--- src/rtl/pc_gen.sv ---
// Program-counter generator for the single-cycle MIPS fetch path.
// Sequential PC with a one-cycle redirect bubble, stall, halt and a saturating fetch counter.
module pc_gen #(
    parameter int PC_W     = 8,
    parameter int RESET_PC = 0,
    parameter int CNT_W    = 16
) (
    input  logic             clk,
    input  logic             rst,
    input  logic             stall,
    input  logic             jump,
    input  logic [PC_W-1:0]  jump_addr,
    input  logic             branch_taken,
    input  logic [PC_W-1:0]  branch_off,
    input  logic             halt_req,
    output logic [PC_W-1:0]  pc,
    output logic             valid,
    output logic             flush,
    output logic             halted,
    output logic [CNT_W-1:0] fetch_cnt
);

    typedef enum logic [1:0] {
        S_BOOT  = 2'd0,
        S_RUN   = 2'd1,
        S_REDIR = 2'd2,
        S_HALT  = 2'd3
    } state_t;

    state_t           state_q, state_d;
    logic [PC_W-1:0]  pc_q, pc_d;
    logic [CNT_W-1:0] cnt_q, cnt_d;

    always_ff @(posedge clk) begin
        if (rst) begin
            state_q <= S_BOOT;
            pc_q    <= PC_W'(RESET_PC);
            cnt_q   <= '0;
        end else begin
            state_q <= state_d;
            pc_q    <= pc_d;
            cnt_q   <= cnt_d;
        end
    end

    // The branch offset is already PC_W wide, so modular addition performs the sign extension.
    always_comb begin
        state_d = state_q;
        pc_d    = pc_q;
        cnt_d   = cnt_q;
        unique case (state_q)
            S_BOOT: begin
                state_d = S_RUN;
                pc_d    = PC_W'(RESET_PC);
            end
            S_RUN: begin
                if (!stall && !halt_req && (cnt_q != {CNT_W{1'b1}})) begin
                    cnt_d = cnt_q + CNT_W'(1);
                end
                if (halt_req) begin
                    state_d = S_HALT;
                end else if (jump) begin
                    state_d = S_REDIR;
                    pc_d    = jump_addr;
                end else if (branch_taken) begin
                    state_d = S_REDIR;
                    pc_d    = pc_q + PC_W'(1) + branch_off;
                end else if (!stall) begin
                    pc_d    = pc_q + PC_W'(1);
                end
            end
            S_REDIR: begin
                state_d = halt_req ? S_HALT : S_RUN;
            end
            S_HALT: begin
                state_d = S_HALT;
            end
            default: begin
                state_d = S_BOOT;
            end
        endcase
    end

    always_comb begin
        pc        = pc_q;
        fetch_cnt = cnt_q;
        valid     = (state_q == S_RUN);
        flush     = (state_q == S_REDIR);
        halted    = (state_q == S_HALT);
    end

endmodule

--- config.mk ---
export PLATFORM = sky130hd
export DESIGN_NAME = pc_gen
export DESIGN_NICKNAME = d
export VERILOG_FILES = /design/src/rtl/pc_gen.sv
export SDC_FILE = /design/constraint.sdc
export NUM_CORES = 1
export LEC_CHECK = 0
export CORE_AREA = 5 5 72 74
export CTS_CLUSTER_SIZE = 14
export DETAILED_ROUTE_END_ITERATION = 8
export DIE_AREA = 0 0 77 79
export HOLD_SLACK_MARGIN = 0.12
export PLACE_DENSITY = 0.73
export SLEW_MARGIN = 20
export SYNTH_ARGS = -nofsm -noshare
export SYNTH_HDL_FRONTEND = slang
export SYNTH_SLANG_ARGS = --single-unit
--- constraint.sdc ---
create_clock -name clk -period 2.1 [get_ports clk]
set_input_delay 0.42 -clock clk [delete_from_list [all_inputs] [get_ports clk]]
set_output_delay 0.42 -clock clk [all_outputs]
set_load 0.03 [all_outputs]
==> impl_results.md, run 1 <==
- Internal: 876.7 uW
- Leakage: 1.212 nW
- Worst reg2reg setup slack: -0.15 ns
- Die Wd: 77 um
- Seq pwr share: 42.0%
- Clk sink count: 26
- Root buffer cell: clkbuf_8
- Power Density: 389.7 mW/mm2
- Distinct cells, synth: 53
- Die height: 79 um
- Iter 0 DRT Violations: 212
- Placer Congestion: 0.8425
- Wirelength, routed: 6322 um
- Peak VDD IR: 394.2 uV
- Wirelength per Cell: 16.99 um
- Initial antenna violation count: 0
- Status: finished with violations
- Synthesized net count: 261
- Initial core utilization: 41.16%
- R2r worst-path depth: 10
- Vias: 2138
- Drt first pass iters: 4
- Setup WS pre-CTS: -0.3729 ns
- Die area: 0.006083 mm2
- CTS tree: built
- # Max-Cap Violations: 0
- Switching share of total power: 28.31%
- Maximum clock rate: 0.4439 GHz
- Top cell type's share of synthesized area: 27.88%
- Flops & latches, synth: 26
- EDFF count, synth: 0
- Worst Tran Pin Value: 0.4288 ns
- Sequential element share of the synthesized area: 27.88%
- Critical Path RT: 2.26 ns
- GRT Total Usage: 18.31%
- Post-layout min period: 2.253 ns
- CTS Buf Count: 3
- Reg2reg start: pc[2]
- Setup-failing EPs final: 3
- Num rows: 25
- Final Hold Vio Count: 0
- Avg Inst Size Synth: 8.152 um2
- Drc violations: 0
- Ys flop type: dfxtp_1
- Fraction of layout cells with a size suffix above 1: 30.82%
- Slew HR: 71.35%
- Max Root-Sink Buffers: 2
- Setup CP Type: reg -> reg
- Crit path DAT: 2.42 ns
- Core Area: 0.004536 mm2
- Filler instances: 337
- RR Endpoint: pc[7]
- Synth async-reset ratio: 0%
- Vias in the first global route: 1984
- Post-Synthesis Cells: 229
- Synth-to-Final Area Change: 68.10%
- Clk pin slew, worst setup/hold paths: 0.09 ns
- Setup slack after layout: -0.1530 ns
- CP startpoint: pc[2]
- Gr ovfl total: 0
- Worst Hold Class: reg -> reg
- Final Power: 1.223 mW
- Cell taking the most area after synthesis: dfxtp_1
- Ports: 49
- Clk pwr share: 25.9%
- Nets@finish: 351
- Setup Skew: 0.004457 ns
- Ys Warns: 0
- Switching power: 346.1 uW
- Failing checks: negative setup slack
- Antenna Violating Nets Remaining: 0
- Worst-skew pair later-pin latency: 0.27 ns
- Dpl hpwl: 4036 um
- Synth top area cells: dfxtp_1 (28%), ha_1 (6.0%), nor2_1 (5.4%)
- Ant diodes: 0
- RSZ-0062 raised after global routing: true
- Crit path max fanout: 3
- Largest net degree at the start of global routing: 26
- Combinational power share: 32.1%
- Crit start category: register
- Synth Cell Area: 0.001867 mm2
- Via density: 5.747
- First-pass GRT wire length: 9363 um
- Setup crit end kind: register
- Fin. max-slew vios: 0
- Crit path to: pc[7]
- CTS H-tree depth: 1
- Tcrit/Tclk final: 107.3%
- Port buffer count: 48
==> worst min path at each step <==
stage                       end  depth (start not counted)  slack, ns        from
after floorplan           pc[0]                          2       0.52  state_q[0]
after detailed placement  pc[1]                          2       0.51       pc[1]
final                     pc[0]                          2       0.53       pc[0]
after CTS                 pc[0]                          2       0.53       pc[0]
after global routing      pc[0]                          2       0.55       pc[0]
after global placement    pc[1]                          2       0.50       pc[1]
==> cell families (layout without fill, tap and decap cells) <==
kind of cell,count (synthesis),count (layout),synth area share [%]
AO/OA/AOI/OAI,55,55,20.58
XOR/XNOR,18,18,8.445
adder cells (fa/ha/maj),10,10,7.105
buffers and inverters,18,107,3.887
flip-flops,26,26,27.88
multiplexers,2,2,1.072
AND/OR/NAND/NOR,100,100,31.03
==> routing by layer <==
metal  wire length (um)  up-vias  track usage, %
met5                  0        -               0
met4                194        0           2.234
met3                330       19           3.741
met2               3136       87           30.31
met1               2661     1016           25.33
li1                   -     1016               -
==> synthesized netlist by cell type, types with 3 or more instances <==
cell type  number
a211oi_1        4
a21oi_1        10
a32oi_1         3
and2_1          3
and3_1          5
and4_1          5
clkbuf_1        7
dfxtp_1        26
ha_1            9
inv_1           9
nand2_1        17
nand2b_1        4
nand3_1         9
nor2_1         27
nor2b_1         6
nor3_1          4
o2111ai_1       4
o211ai_1        4
o21ai_0        10
xnor2_1         8
xor2_1         10
==> repair_timing <==
action	CTS	global route
resized for setup	19	30
pin swaps	19	30
hold buffers	0	0
cloned	0	0
setup buffers	5	7
setup endpoints to repair	6	9
==> critical path: stages, from the launching register on <==
cell and delay, ns:
dfxtp_4 0.37, buf_8 0.13, buf_12 0.13, xor2_4 0.22, ha_4 0.25, o21ai_2 0.15, nor2_1 0.09, buf_4 0.15
o211ai_1 0.25, nand4_1 0.14, a31o_2 0.27
==> layout by cell type, fill, tap and decap left out, drive strengths merged, types with 2 or more instances in the layout <==
cell,Yosys,routed
a211oi,5,5
a21o,2,2
a21oi,10,10
a31o,3,3
a31oi,2,2
a32oi,3,3
and2,3,3
and3,5,5
and4,5,5
buf,2,46
clkbuf,7,4
clkdlybuf4s50,0,45
dfxtp,26,26
dlymetal6s2s,0,2
ha,9,9
inv,9,9
mux2i,2,2
nand2,17,17
nand2b,4,4
nand3,9,9
nand4,2,2
nor2,27,27
nor2b,6,6
nor3,4,4
nor3b,4,4
nor4b,2,2
o2111ai,4,4
o211ai,4,4
o21a,2,2
o21ai,11,11
o22a,2,2
o31ai,2,2
or2,2,2
or3,2,2
or3b,2,2
or4,2,2
xnor2,8,8
xor2,10,10
==> flip-flops by register name, indices dropped and copies added (netlist names) <==
name / cells
state_q: 2
fetch_cnt: 16
pc: 8
==> through the flow <==
stage	instances	instance area, um2	hold WS [ns]	util, %	TNS [ns]
after global placement	356	2683	0.5023	59.14	-1.674
after floorplan	229	1918	0.5175	-	-0.1034
final	372	3138	0.5292	69.19	-0.3596
after CTS	365	2883	0.5343	63.56	-0.1566
after detailed placement	356	2683	0.5119	59.14	-1.829
after global routing	372	3138	0.5510	69.19	-0.6066
==> power groups by stage <==
| stage | Clock, mW | Combinational, mW | Sequential (mW) |
|---|---|---|---|
| floorplan | 0 | 0.148 | 0.538 |
| global route | 0.352 | 0.421 | 0.516 |
| global placement | 0 | 0.298 | 0.523 |
| CTS | 0.329 | 0.327 | 0.513 |
| detailed placement | 0 | 0.300 | 0.524 |
| finish | 0.316 | 0.393 | 0.514 |
==> cell type report <==
type | instances | area, um2 | area share [%]
multi-input cells | 185 | 1567 | 49.92
repair buffers | 94 | 873.3 | 27.83
flip-flops and latches | 26 | 541.8 | 17.26
well taps | 54 | 67.56 | 2.153
clock buffers | 4 | 55.05 | 1.754
inverters | 9 | 33.78 | 1.077
No activity file was read; power rests on OpenSTA's default activity.
==> run 2, diff against run 1 <==
SLEW_MARGIN = 15   (was 20)
==> results of run 2 <==
Same layout as run 1: the final DEF is identical, and so are final timing and power.
==> run 3, diff against run 2 <==
PLACE_DENSITY = 0.78   (was 0.73)
clock period = 2.3 ns   (was 2.1 ns; I/O delays follow)
==> impl_results.md, run 3 (synthesis gave the netlist of run 1 again) <==
- Placer Congestion: 0.8627
- Synth-to-Final Area Change: 45.17%
- Root buffer cell: clkbuf_8
- Die area: 0.006083 mm2
- Iter 0 DRT Violations: 108
- DP Area: 0.002545 mm2
- Port buffer count: 48
- Crit path max fanout: 4
- Drc violations: 0
- Peak VDD IR: 345.4 uV
- Min-Delay Path Depth: 1
- R2r worst-path depth: 9
- Largest net degree at the start of global routing: 26
- Die Wd: 77 um
- Gr ovfl total: 0
- Crit start category: register
- Power Density: 373.2 mW/mm2
- CTS Hold Bufs: 0
- Drt first pass iters: 4
- Setup Skew: 0.006631 ns
- Wirelength, routed: 5208 um
- RSZ-0062 raised after global routing: false
- CP Cell Sequence: ha_4 -> nand3_2 -> xnor2_2 -> ha_4 -> o211ai_1 -> nand2_1 -> o22a_1 -> a31o_2 -> a31o_2
- Post-route cell area: 0.002710 mm2
- Final Hold Vio Count: 0
- Vias: 1911
- Setup CP Type: reg -> reg
- Num rows: 25
- Die height: 79 um
- Max Root-Sink Buffers: 2
- CP max-delay cell: dfxtp_4
- Initial antenna violation count: 0
- Nets@finish: 327
- CTS H-tree depth: 1
- Tcrit/Tclk final: 95.74%
- Ports: 49
- Core Area: 0.004536 mm2
- Via density: 5.491
- Crit path largest cell delay: 0.39 ns
- Crit path DAT: 2.37 ns
- Maximum clock rate: 0.4541 GHz
- Worst hold margin: 0.4921 ns
- Fin. max-slew vios: 0
- Ant diodes: 0
- Commonest cells after routing, fill and taps aside: clkdlybuf4s50_1 (47), nor2_1 (27), buf_4 (22)
- First-pass GRT wire length: 8866 um
- Leakage: 1.044 nW
- Post-layout min period: 2.202 ns
- Setup TNS: 0 ns
- Dpl hpwl: 3985 um
- Vias in the first global route: 1915
- Setup-failing EPs final: 0
- GRT Total Usage: 17.45%
- Slew HR: 76.76%
- CTS Buf Count: 3
- Wirelength per Cell: 14.97 um
- Worst Tran Pin Value: 0.3450 ns
- # Max-Cap Violations: 0
- Initial core utilization: 41.16%
- Worst-skew pair later-pin latency: 0.27 ns
- Setup crit end kind: register
- Antenna Violating Nets Remaining: 0
- Status: finished clean
- Critical Path RT: 2.46 ns
- CTS tree: built
- Clk sink count: 26
- Worst Hold Class: reg -> reg
- Number of flip-flops in the largest register: 16
- Fraction of layout cells with a size suffix above 1: 18.03%
- Clk pin slew, worst setup/hold paths: 0.09 ns
- Commonest non-fill, non-tap cell in the layout: clkdlybuf4s50_1
## run 3: cell types whose count changed in the layout (fill, tap and decap cells not counted), moves of 2 or more
cell	before	now
a211oi_1	0	3
clkdlybuf4s50_1	45	47
dfxtp_1	19	21
buf_12	2	0
a211oi_2	4	2
ha_4	7	5
buf_6	3	0
ha_1	1	4
xnor2_4	3	0
buf_4	40	22
dfxtp_4	5	2
nand3_1	6	8
nand3_4	3	0
xnor2_2	0	3
## run 3: cell type report
type | count | area (um2)
inverters | 9 | 33.78
fillers | 398 | 1826
clock buffers | 4 | 45.04
repair buffers | 70 | 648.1
well taps | 54 | 67.56
flip-flops and latches | 26 | 531.8
multi-input cells | 185 | 1384
## run 3: metal layers
layer | vias to the layer above | GRT usage, % | wire length (um)
li1 | 972 | - | -
met1 | 899 | 21.00 | 2336
met2 | 32 | 31.15 | 2656
met3 | 8 | 3.628 | 150
met4 | 0 | 5.155 | 65
met5 | - | 0 | 0
## run 3: final timing paths
path	startpoint	to	slack [ns]
max	pc[0]	pc[7]	0.1
min	pc[3]	pc[3]	0.49
max reg2reg	pc[0]	pc[7]	0.1
min reg2reg	pc[3]	pc[3]	0.49
## run 3: critical path: cells and delay by family, from the launching register on
kind | cells | cell delay [ns]
AOI/OAI and AO/OA | 4 | 0.85
adders and majority gates | 2 | 0.42
DFF | 1 | 0.39
xor gates and xnor gates | 1 | 0.24
and+or+nand+nor | 2 | 0.18
## run 3: timing repair
| action | CTS | global route |
|---|---|---|
| buffers inserted | 1 | 0 |
| endpoints found under the setup margin | 3 | 6 |
| gates resized for setup | 6 | 10 |
| pin swaps | 2 | 5 |
## run 3: per-stage QoR
step	total power, mW	setup slack, ns	utilization (%)	cells
2_1_floorplan	0.6237	0.005813	-	229
4_1_cts	1.013	0.01147	58.23	348
3_5_place_dp	0.7381	-0.1864	56.11	343
5_1_grt	1.071	0.003375	59.75	348
6_report	1.011	0.09808	59.75	348
3_3_place_gp	0.7327	-0.1236	56.11	343
## run 3: power breakdown
group	switching, mW	internal, mW
logic	0.135	0.143
clock network	0.138	0.124
registers	0.0135	0.458
total	0.286	0.725
